==> src/rtl/control_sequencer_pkg.sv <==
// Shared definitions for control_sequencer: opcodes, ALU one-hot codes, states, strobe decode.
// Optional single-step support is enabled with CONTROL_SEQUENCER_STEP_EN (adds S_WAIT).
package control_sequencer_pkg;

  localparam logic [4:0] OP_LDI  = 5'b00001;
  localparam logic [4:0] OP_ADD  = 5'b00011;
  localparam logic [4:0] OP_SUB  = 5'b00100;
  localparam logic [4:0] OP_AND  = 5'b00101;
  localparam logic [4:0] OP_OR   = 5'b00110;
  localparam logic [4:0] OP_BR   = 5'b10010;
  localparam logic [4:0] OP_NOP  = 5'b11010;
  localparam logic [4:0] OP_HALT = 5'b11011;

  localparam logic [11:0] ALU_ADD = 12'h001;
  localparam logic [11:0] ALU_SUB = 12'h002;
  localparam logic [11:0] ALU_AND = 12'h004;
  localparam logic [11:0] ALU_OR  = 12'h008;

  typedef enum logic [4:0] {
    S_RST  = 5'd0,
    S_T0   = 5'd1,
    S_T1   = 5'd2,
    S_T2   = 5'd3,
    S_T3   = 5'd4,
    S_T4   = 5'd5,
    S_T5   = 5'd6,
    S_T6   = 5'd7,
    S_T7   = 5'd8,
    S_HALT = 5'd9
`ifdef CONTROL_SEQUENCER_STEP_EN
    , S_WAIT = 5'd10
`endif
  } state_t;

  typedef enum logic [2:0] {
    CLS_NOP,
    CLS_LDI,
    CLS_ALU,
    CLS_BR,
    CLS_HALT
  } iclass_t;

  typedef struct packed {
    logic        pc_out;
    logic        pc_in;
    logic        inc_pc;
    logic        mar_in;
    logic        mdr_read;
    logic        mdr_in;
    logic        mdr_out;
    logic        ir_in;
    logic        gra;
    logic        grb;
    logic        grc;
    logic        rin;
    logic        rout;
    logic        ba_out;
    logic        y_in;
    logic        z_in;
    logic        zlow_out;
    logic        c_out;
    logic        con_in;
    logic        br_in;
    logic        con_ff_reset;
    logic [11:0] alu;
  } strobes_t;

  // Strobes asserted while sitting in state s for an instruction of class c.
  function automatic strobes_t strobes_for(state_t s, iclass_t c, logic [11:0] alu_op);
    strobes_t o;
    o = '0;
    case (s)
      S_T0: begin o.pc_out = 1'b1; o.mar_in = 1'b1; o.inc_pc = 1'b1; o.z_in = 1'b1; end
      S_T1: begin o.zlow_out = 1'b1; o.pc_in = 1'b1; o.mdr_read = 1'b1; o.mdr_in = 1'b1; end
      S_T2: begin o.mdr_out = 1'b1; o.ir_in = 1'b1; end
      S_T3: begin
        case (c)
          CLS_LDI: begin o.grb = 1'b1; o.ba_out = 1'b1; o.y_in = 1'b1; end
          CLS_ALU: begin o.grb = 1'b1; o.rout = 1'b1; o.y_in = 1'b1; end
          CLS_BR:  begin o.gra = 1'b1; o.rout = 1'b1; o.con_in = 1'b1; end
          default: ;
        endcase
      end
      S_T4: begin
        case (c)
          CLS_LDI: begin o.c_out = 1'b1; o.alu = ALU_ADD; o.z_in = 1'b1; end
          CLS_ALU: begin o.grc = 1'b1; o.rout = 1'b1; o.z_in = 1'b1; o.alu = alu_op; end
          CLS_BR:  begin o.pc_out = 1'b1; o.y_in = 1'b1; end
          default: ;
        endcase
      end
      S_T5: begin
        case (c)
          CLS_LDI, CLS_ALU: begin o.zlow_out = 1'b1; o.gra = 1'b1; o.rin = 1'b1; end
          CLS_BR: begin o.c_out = 1'b1; o.alu = ALU_ADD; o.z_in = 1'b1; end
          default: ;
        endcase
      end
      S_T6: begin o.zlow_out = 1'b1; o.pc_in = 1'b1; o.br_in = 1'b1; end
      S_T7: o.con_ff_reset = 1'b1;
      default: ;
    endcase
    return o;
  endfunction

endpackage

==> src/rtl/control_sequencer_opcode_decoder.sv <==
// Maps the 5-bit opcode to an instruction class and the ALU one-hot operation.
module opcode_decoder
  import control_sequencer_pkg::*;
(
  input  logic [4:0]  opcode,
  output iclass_t     iclass,
  output logic [11:0] alu_op
);

  always_comb begin
    iclass = CLS_NOP;
    alu_op = '0;
    case (opcode)
      OP_LDI:  iclass = CLS_LDI;
      OP_ADD:  begin iclass = CLS_ALU; alu_op = ALU_ADD; end
      OP_SUB:  begin iclass = CLS_ALU; alu_op = ALU_SUB; end
      OP_AND:  begin iclass = CLS_ALU; alu_op = ALU_AND; end
      OP_OR:   begin iclass = CLS_ALU; alu_op = ALU_OR;  end
      OP_BR:   iclass = CLS_BR;
      OP_HALT: iclass = CLS_HALT;
      default: iclass = CLS_NOP;
    endcase
  end

endmodule

==> src/rtl/control_sequencer.sv <==
// Moore control sequencer: fetch T0-T2, execute T3-T7, HALT; registered strobes.
// Define CONTROL_SEQUENCER_STEP_EN to add the step input and single-step WAIT state.
module control_sequencer
  import control_sequencer_pkg::*;
(
  input  logic        clk,
  input  logic        clr,
  input  logic [31:0] IR,
  input  logic        CON,
  input  logic        stop,
`ifdef CONTROL_SEQUENCER_STEP_EN
  input  logic        step,
`endif
  output logic        PCout,
  output logic        PCin,
  output logic        IncPC,
  output logic        MARin,
  output logic        MDRRead,
  output logic        MDRin,
  output logic        MDRout,
  output logic        IRin,
  output logic        Gra,
  output logic        Grb,
  output logic        Grc,
  output logic        Rin_in,
  output logic        Rout_in,
  output logic        BAout,
  output logic        Yin,
  output logic        Zin,
  output logic        Zlowout,
  output logic        Cout,
  output logic [11:0] ALUControl,
  output logic        CONin,
  output logic        brIn,
  output logic        con_FF_Reset,
  output logic        run,
  output logic [4:0]  state_dbg
);

  state_t      state, nxt, done_nxt;
  iclass_t     iclass;
  logic [11:0] alu_op;
  strobes_t    strb;

  // Only the opcode steers sequencing; CON is evaluated by the datapath itself.
  logic unused_inputs;
  assign unused_inputs = ^{IR[26:0], CON};

  opcode_decoder u_dec (
    .opcode (IR[31:27]),
    .iclass (iclass),
    .alu_op (alu_op)
  );

  always_comb begin
`ifdef CONTROL_SEQUENCER_STEP_EN
    done_nxt = stop ? S_HALT : S_WAIT;
`else
    done_nxt = stop ? S_HALT : S_T0;
`endif
    nxt = S_RST;
    case (state)
      S_RST: nxt = S_T0;
      S_T0:  nxt = S_T1;
      S_T1:  nxt = S_T2;
      S_T2: begin
        case (iclass)
          CLS_LDI, CLS_ALU, CLS_BR: nxt = S_T3;
          CLS_HALT:                 nxt = S_HALT;
          default:                  nxt = done_nxt;
        endcase
      end
      S_T3:   nxt = S_T4;
      S_T4:   nxt = S_T5;
      S_T5:   nxt = (iclass == CLS_BR) ? S_T6 : done_nxt;
      S_T6:   nxt = S_T7;
      S_T7:   nxt = done_nxt;
      S_HALT: nxt = S_HALT;
`ifdef CONTROL_SEQUENCER_STEP_EN
      S_WAIT: nxt = step ? S_T0 : S_WAIT;
`endif
      default: nxt = S_RST;
    endcase
  end

  // Strobes are registered from the state being entered, so they align with state.
  always_ff @(posedge clk or negedge clr) begin
    if (!clr) begin
      state <= S_RST;
      strb  <= '0;
      run   <= 1'b0;
    end else begin
      state <= nxt;
      strb  <= strobes_for(nxt, iclass, alu_op);
      run   <= (nxt != S_RST) && (nxt != S_HALT);
    end
  end

  assign state_dbg    = state;
  assign PCout        = strb.pc_out;
  assign PCin         = strb.pc_in;
  assign IncPC        = strb.inc_pc;
  assign MARin        = strb.mar_in;
  assign MDRRead      = strb.mdr_read;
  assign MDRin        = strb.mdr_in;
  assign MDRout       = strb.mdr_out;
  assign IRin         = strb.ir_in;
  assign Gra          = strb.gra;
  assign Grb          = strb.grb;
  assign Grc          = strb.grc;
  assign Rin_in       = strb.rin;
  assign Rout_in      = strb.rout;
  assign BAout        = strb.ba_out;
  assign Yin          = strb.y_in;
  assign Zin          = strb.z_in;
  assign Zlowout      = strb.zlow_out;
  assign Cout         = strb.c_out;
  assign ALUControl   = strb.alu;
  assign CONin        = strb.con_in;
  assign brIn         = strb.br_in;
  assign con_FF_Reset = strb.con_ff_reset;

endmodule

==> config.mk <==
export PLATFORM = sky130hd
export DESIGN_NAME = control_sequencer
export DESIGN_NICKNAME = d
export VERILOG_FILES = /design/src/rtl/control_sequencer_pkg.sv /design/src/rtl/control_sequencer_opcode_decoder.sv /design/src/rtl/control_sequencer.sv
export SDC_FILE = /design/constraint.sdc
export NUM_CORES = 1
export LEC_CHECK = 0
export CAP_MARGIN = 5
export CORE_ASPECT_RATIO = 0.6
export CORE_MARGIN = 4
export CORE_UTILIZATION = 50
export DETAILED_ROUTE_END_ITERATION = 10
export DONT_BUFFER_PORTS = 1
export GPL_TIMING_DRIVEN = 0
export PLACE_DENSITY = 0.75
export SLEW_MARGIN = 20
export SYNTH_ARGS = -nofsm -noshare
export SYNTH_HDL_FRONTEND = slang
export SYNTH_HIERARCHICAL = 1
export SYNTH_SLANG_ARGS = --single-unit
==> constraint.sdc <==
create_clock -name clk -period 1.3 [get_ports clk]
set_input_delay 0.26 -clock clk [delete_from_list [all_inputs] [get_ports clk]]
set_output_delay 0.26 -clock clk [all_outputs]
set_load 0.02 [all_outputs]
==> flow_summary.toml <==
[sta]
slew_violations = 0
fmax_mhz = 618
setup_violations = 22
period_share_pct = 124
clock_skew_ns = 0.00683
finalWorstSetupSlack_ns = -0.318
period_needed_ns = 1.62
rsz0062_at_grt = "true"
hold_viol_final = 0
setup_tns_ns = -4.44

[clock_network]
cts_root_buffer = "clkbuf_8"
cts_made_buffers = 5
cts.htree.levels = 2
cts_tree = "done"
worst_skew_pair.late_latency_ns = 0.29
cts_sinks = 35
path_clk_slew_ns = 0.07
clk_path_buf_depth = 2

[place]
io_buffers = 0
postPlaceCellArea_um2 = 1790
place_congestion = 0.859
dp_hpwl_um = 2450
dp_cells = 208

[route]
drt-initial-drc-count = 142
drc = 0
viasPerCell = 5.80
drtAntennaViolNets = 0
drt_pass1_iterations = 4
drt_wl_total_um = 5190
vias = 1410
wl_per_cell_um = 21.3

[outcome]
violations = "negative setup slack"
status = "finished with violations"

[setup_path]
cp_max_fo = 7
critical_path_cell_count = 4
arrival_ns = 1.85
crit_slowest_cell = "or4b_4"
critPathRequiredTime_ns = 1.53
slowest_delay_ns = 0.58
endpoint = "ALUControl[1]"
cp_top_family = "simple AND/OR/NAND/NOR gates"
timing.rr.start = "state_dbg[1]"
cp_cell_sequence = "or4b_4 -> nor3_4 -> buf_6 -> and2_1"
timing.rr.end = "ALUControl[1]"
crit_buf_inv = 1
end_kind = "flop"
crit_start = "state_dbg[1]"
reg2regPathDepth = 4
start_kind = "flop"
r2r_slack_ns = -0.32
critical_path_class = "flop to flop"

[synthesis]
synth.area.top_cells = "dfrtp_1 (52%), buf_4 (5.8%), and2_1 (4.1%)"
synth-seq-cells = 35
synth_top_area_cell = "dfrtp_1"
yosys_most_used_dff = "dfrtp_1"
synth_cell_types = 43
synthCells = 159
ys_seq_area_share_pct = 52.4
synth-edff-count = 0
syn_area_per_cell_um2 = 10.5
ys_warn_count = 6
synth_top_area_share_pct = 52.4
syn_area_um2 = 1670
async_flop_share_pct = 100

[cells_and_area]
multi_input_area_um2 = 947
layout.nets = 236
n_antenna_cell = 0
nFillCells = 149
syn_to_final_growth_pct = 47.4
largest_reg_flops = 12
regArea_um2 = 881
stdcell_count = 243
stdcell_area_um2 = 2460
drive_gt1_share_pct = 53.2

[floorplan]
die_w_um = 82.6
ios = 75
num_rows = 15
die_h_um = 52.8
coreArea_um2 = 3020
die_area_um2 = 4360
initial_core_util_pct = 55.3

[grt]
grt_pass1_vias = 1276
grt.overflow.total = 0
grt_pass1_wl_um = 6520
antenna_found_initial = 0
grt.total_usage_pct = 21.3
grt_max_degree = 36

[pwr]
p_total_mw = 4.87
power_density_nw_per_um2 = 1980
ir_drop_uv = 1540
power_leakage_nw = 1.12

[min_path]
hold_path_depth = 2
hp-class = "primary input to flop"

[flow_run]
max-cap-violations = 0
-- cell usage after synthesis, drive strengths merged (3+ instances only) --
master / count
and3: 3
and2: 11
or2: 3
nand2: 7
nand2b: 5
nor3b: 3
nor2b: 5
o21ai: 5
and3b: 3
nor3: 6
a21oi: 8
dfrtp: 35
buf: 19
nor2: 14
-- layout by cell type (no fill, tap or decap), types with 2 or more instances in the layout --
cell,netlist,final
dfrtp_1,35,31
buf_4,13,26
buf_6,0,18
nor2_1,14,11
and2_1,11,10
conb_1,2,9
a21oi_2,0,7
nand2_1,6,5
clkbuf_8,0,5
dfrtp_2,0,4
and3b_1,3,3
nor3_4,1,3
nand2b_4,0,3
nor2b_1,5,2
o22ai_2,0,2
nor2b_4,0,2
nand3b_1,2,2
o21ai_2,0,2
nand2b_1,5,2
o21ai_1,0,2
nor2_4,0,2
or2_4,0,2
and3_1,3,2
nor3b_2,1,2
bufinv_16,0,2
nor3_1,5,2
-- cell families after synthesis --
group	share of synthesized area, %
muxes	1.27
and+or+nand+nor	25.7
DFF	52.4
AOI/OAI and AO/OA	10.9
other	0.449
xor gates and xnor gates	1.05
buffers and inverters	8.31
-- routing by layer --
metal,share of wire (%),track usage (%),vias up
met4,4.6,4.35,0
met3,11,11.3,22
met1,41,25.7,691
met5,0,0,-
met2,44,33.9,92
li1,-,-,605
-- layout make-up --
| cell class | instances | area share, % |
|---|---|---|
| plain buffers | 20 | 7.47 |
| clock buffers | 6 | 2.95 |
| multi-input cells | 109 | 38.4 |
| repair buffers | 27 | 10.5 |
| well taps | 42 | 2.13 |
| clock inverters | 2 | 2.44 |
| flip-flops and latches | 35 | 35.8 |
| inverters | 2 | 0.305 |
-- power by group --
part           leakage, nW  total, mW  internal, mW  switching (mW)
clock network       0.0654       1.18         0.767           0.410
logic                0.594       2.00         0.933            1.07
registers            0.465       1.70          1.28           0.414
total                 1.12       4.87          2.98            1.89
-- worst min-delay path by stage --
stage | start | to | slack, ns
2_1_floorplan | clr | ALUControl[0] | -0.04
3_3_place_gp | clr | ALUControl[8] | -0.03
3_5_place_dp | clr | ALUControl[11] | -0.03
4_1_cts | IR[27] | ALUControl[1] | 0.16
5_1_grt | IR[27] | ALUControl[3] | 0.16
6_report | IR[27] | ALUControl[1] | 0.16
-- stage by stage --
stage / hold WS [ns] / utilization, % / worst slack [ns]
after floorplan: -0.0356 / - / -0.313
after global placement: -0.0348 / 59.3 / -0.510
after detailed placement: -0.0347 / 59.3 / -0.538
after CTS: 0.158 / 71.6 / -0.256
after global routing: 0.156 / 81.5 / -0.392
final: 0.161 / 81.5 / -0.318
-- timing repair --
item / in CTS / in global routing
gates resized for setup: 31 / 54
endpoints found under the hold margin: 35 / 0
hold buffers: 2 / 0
endpoints found under the setup margin: 22 / 22
pin swaps: 11 / 15
gates cloned: 1 / 0
setup buffers: 13 / 13
(Power assumes the default switching activity.)
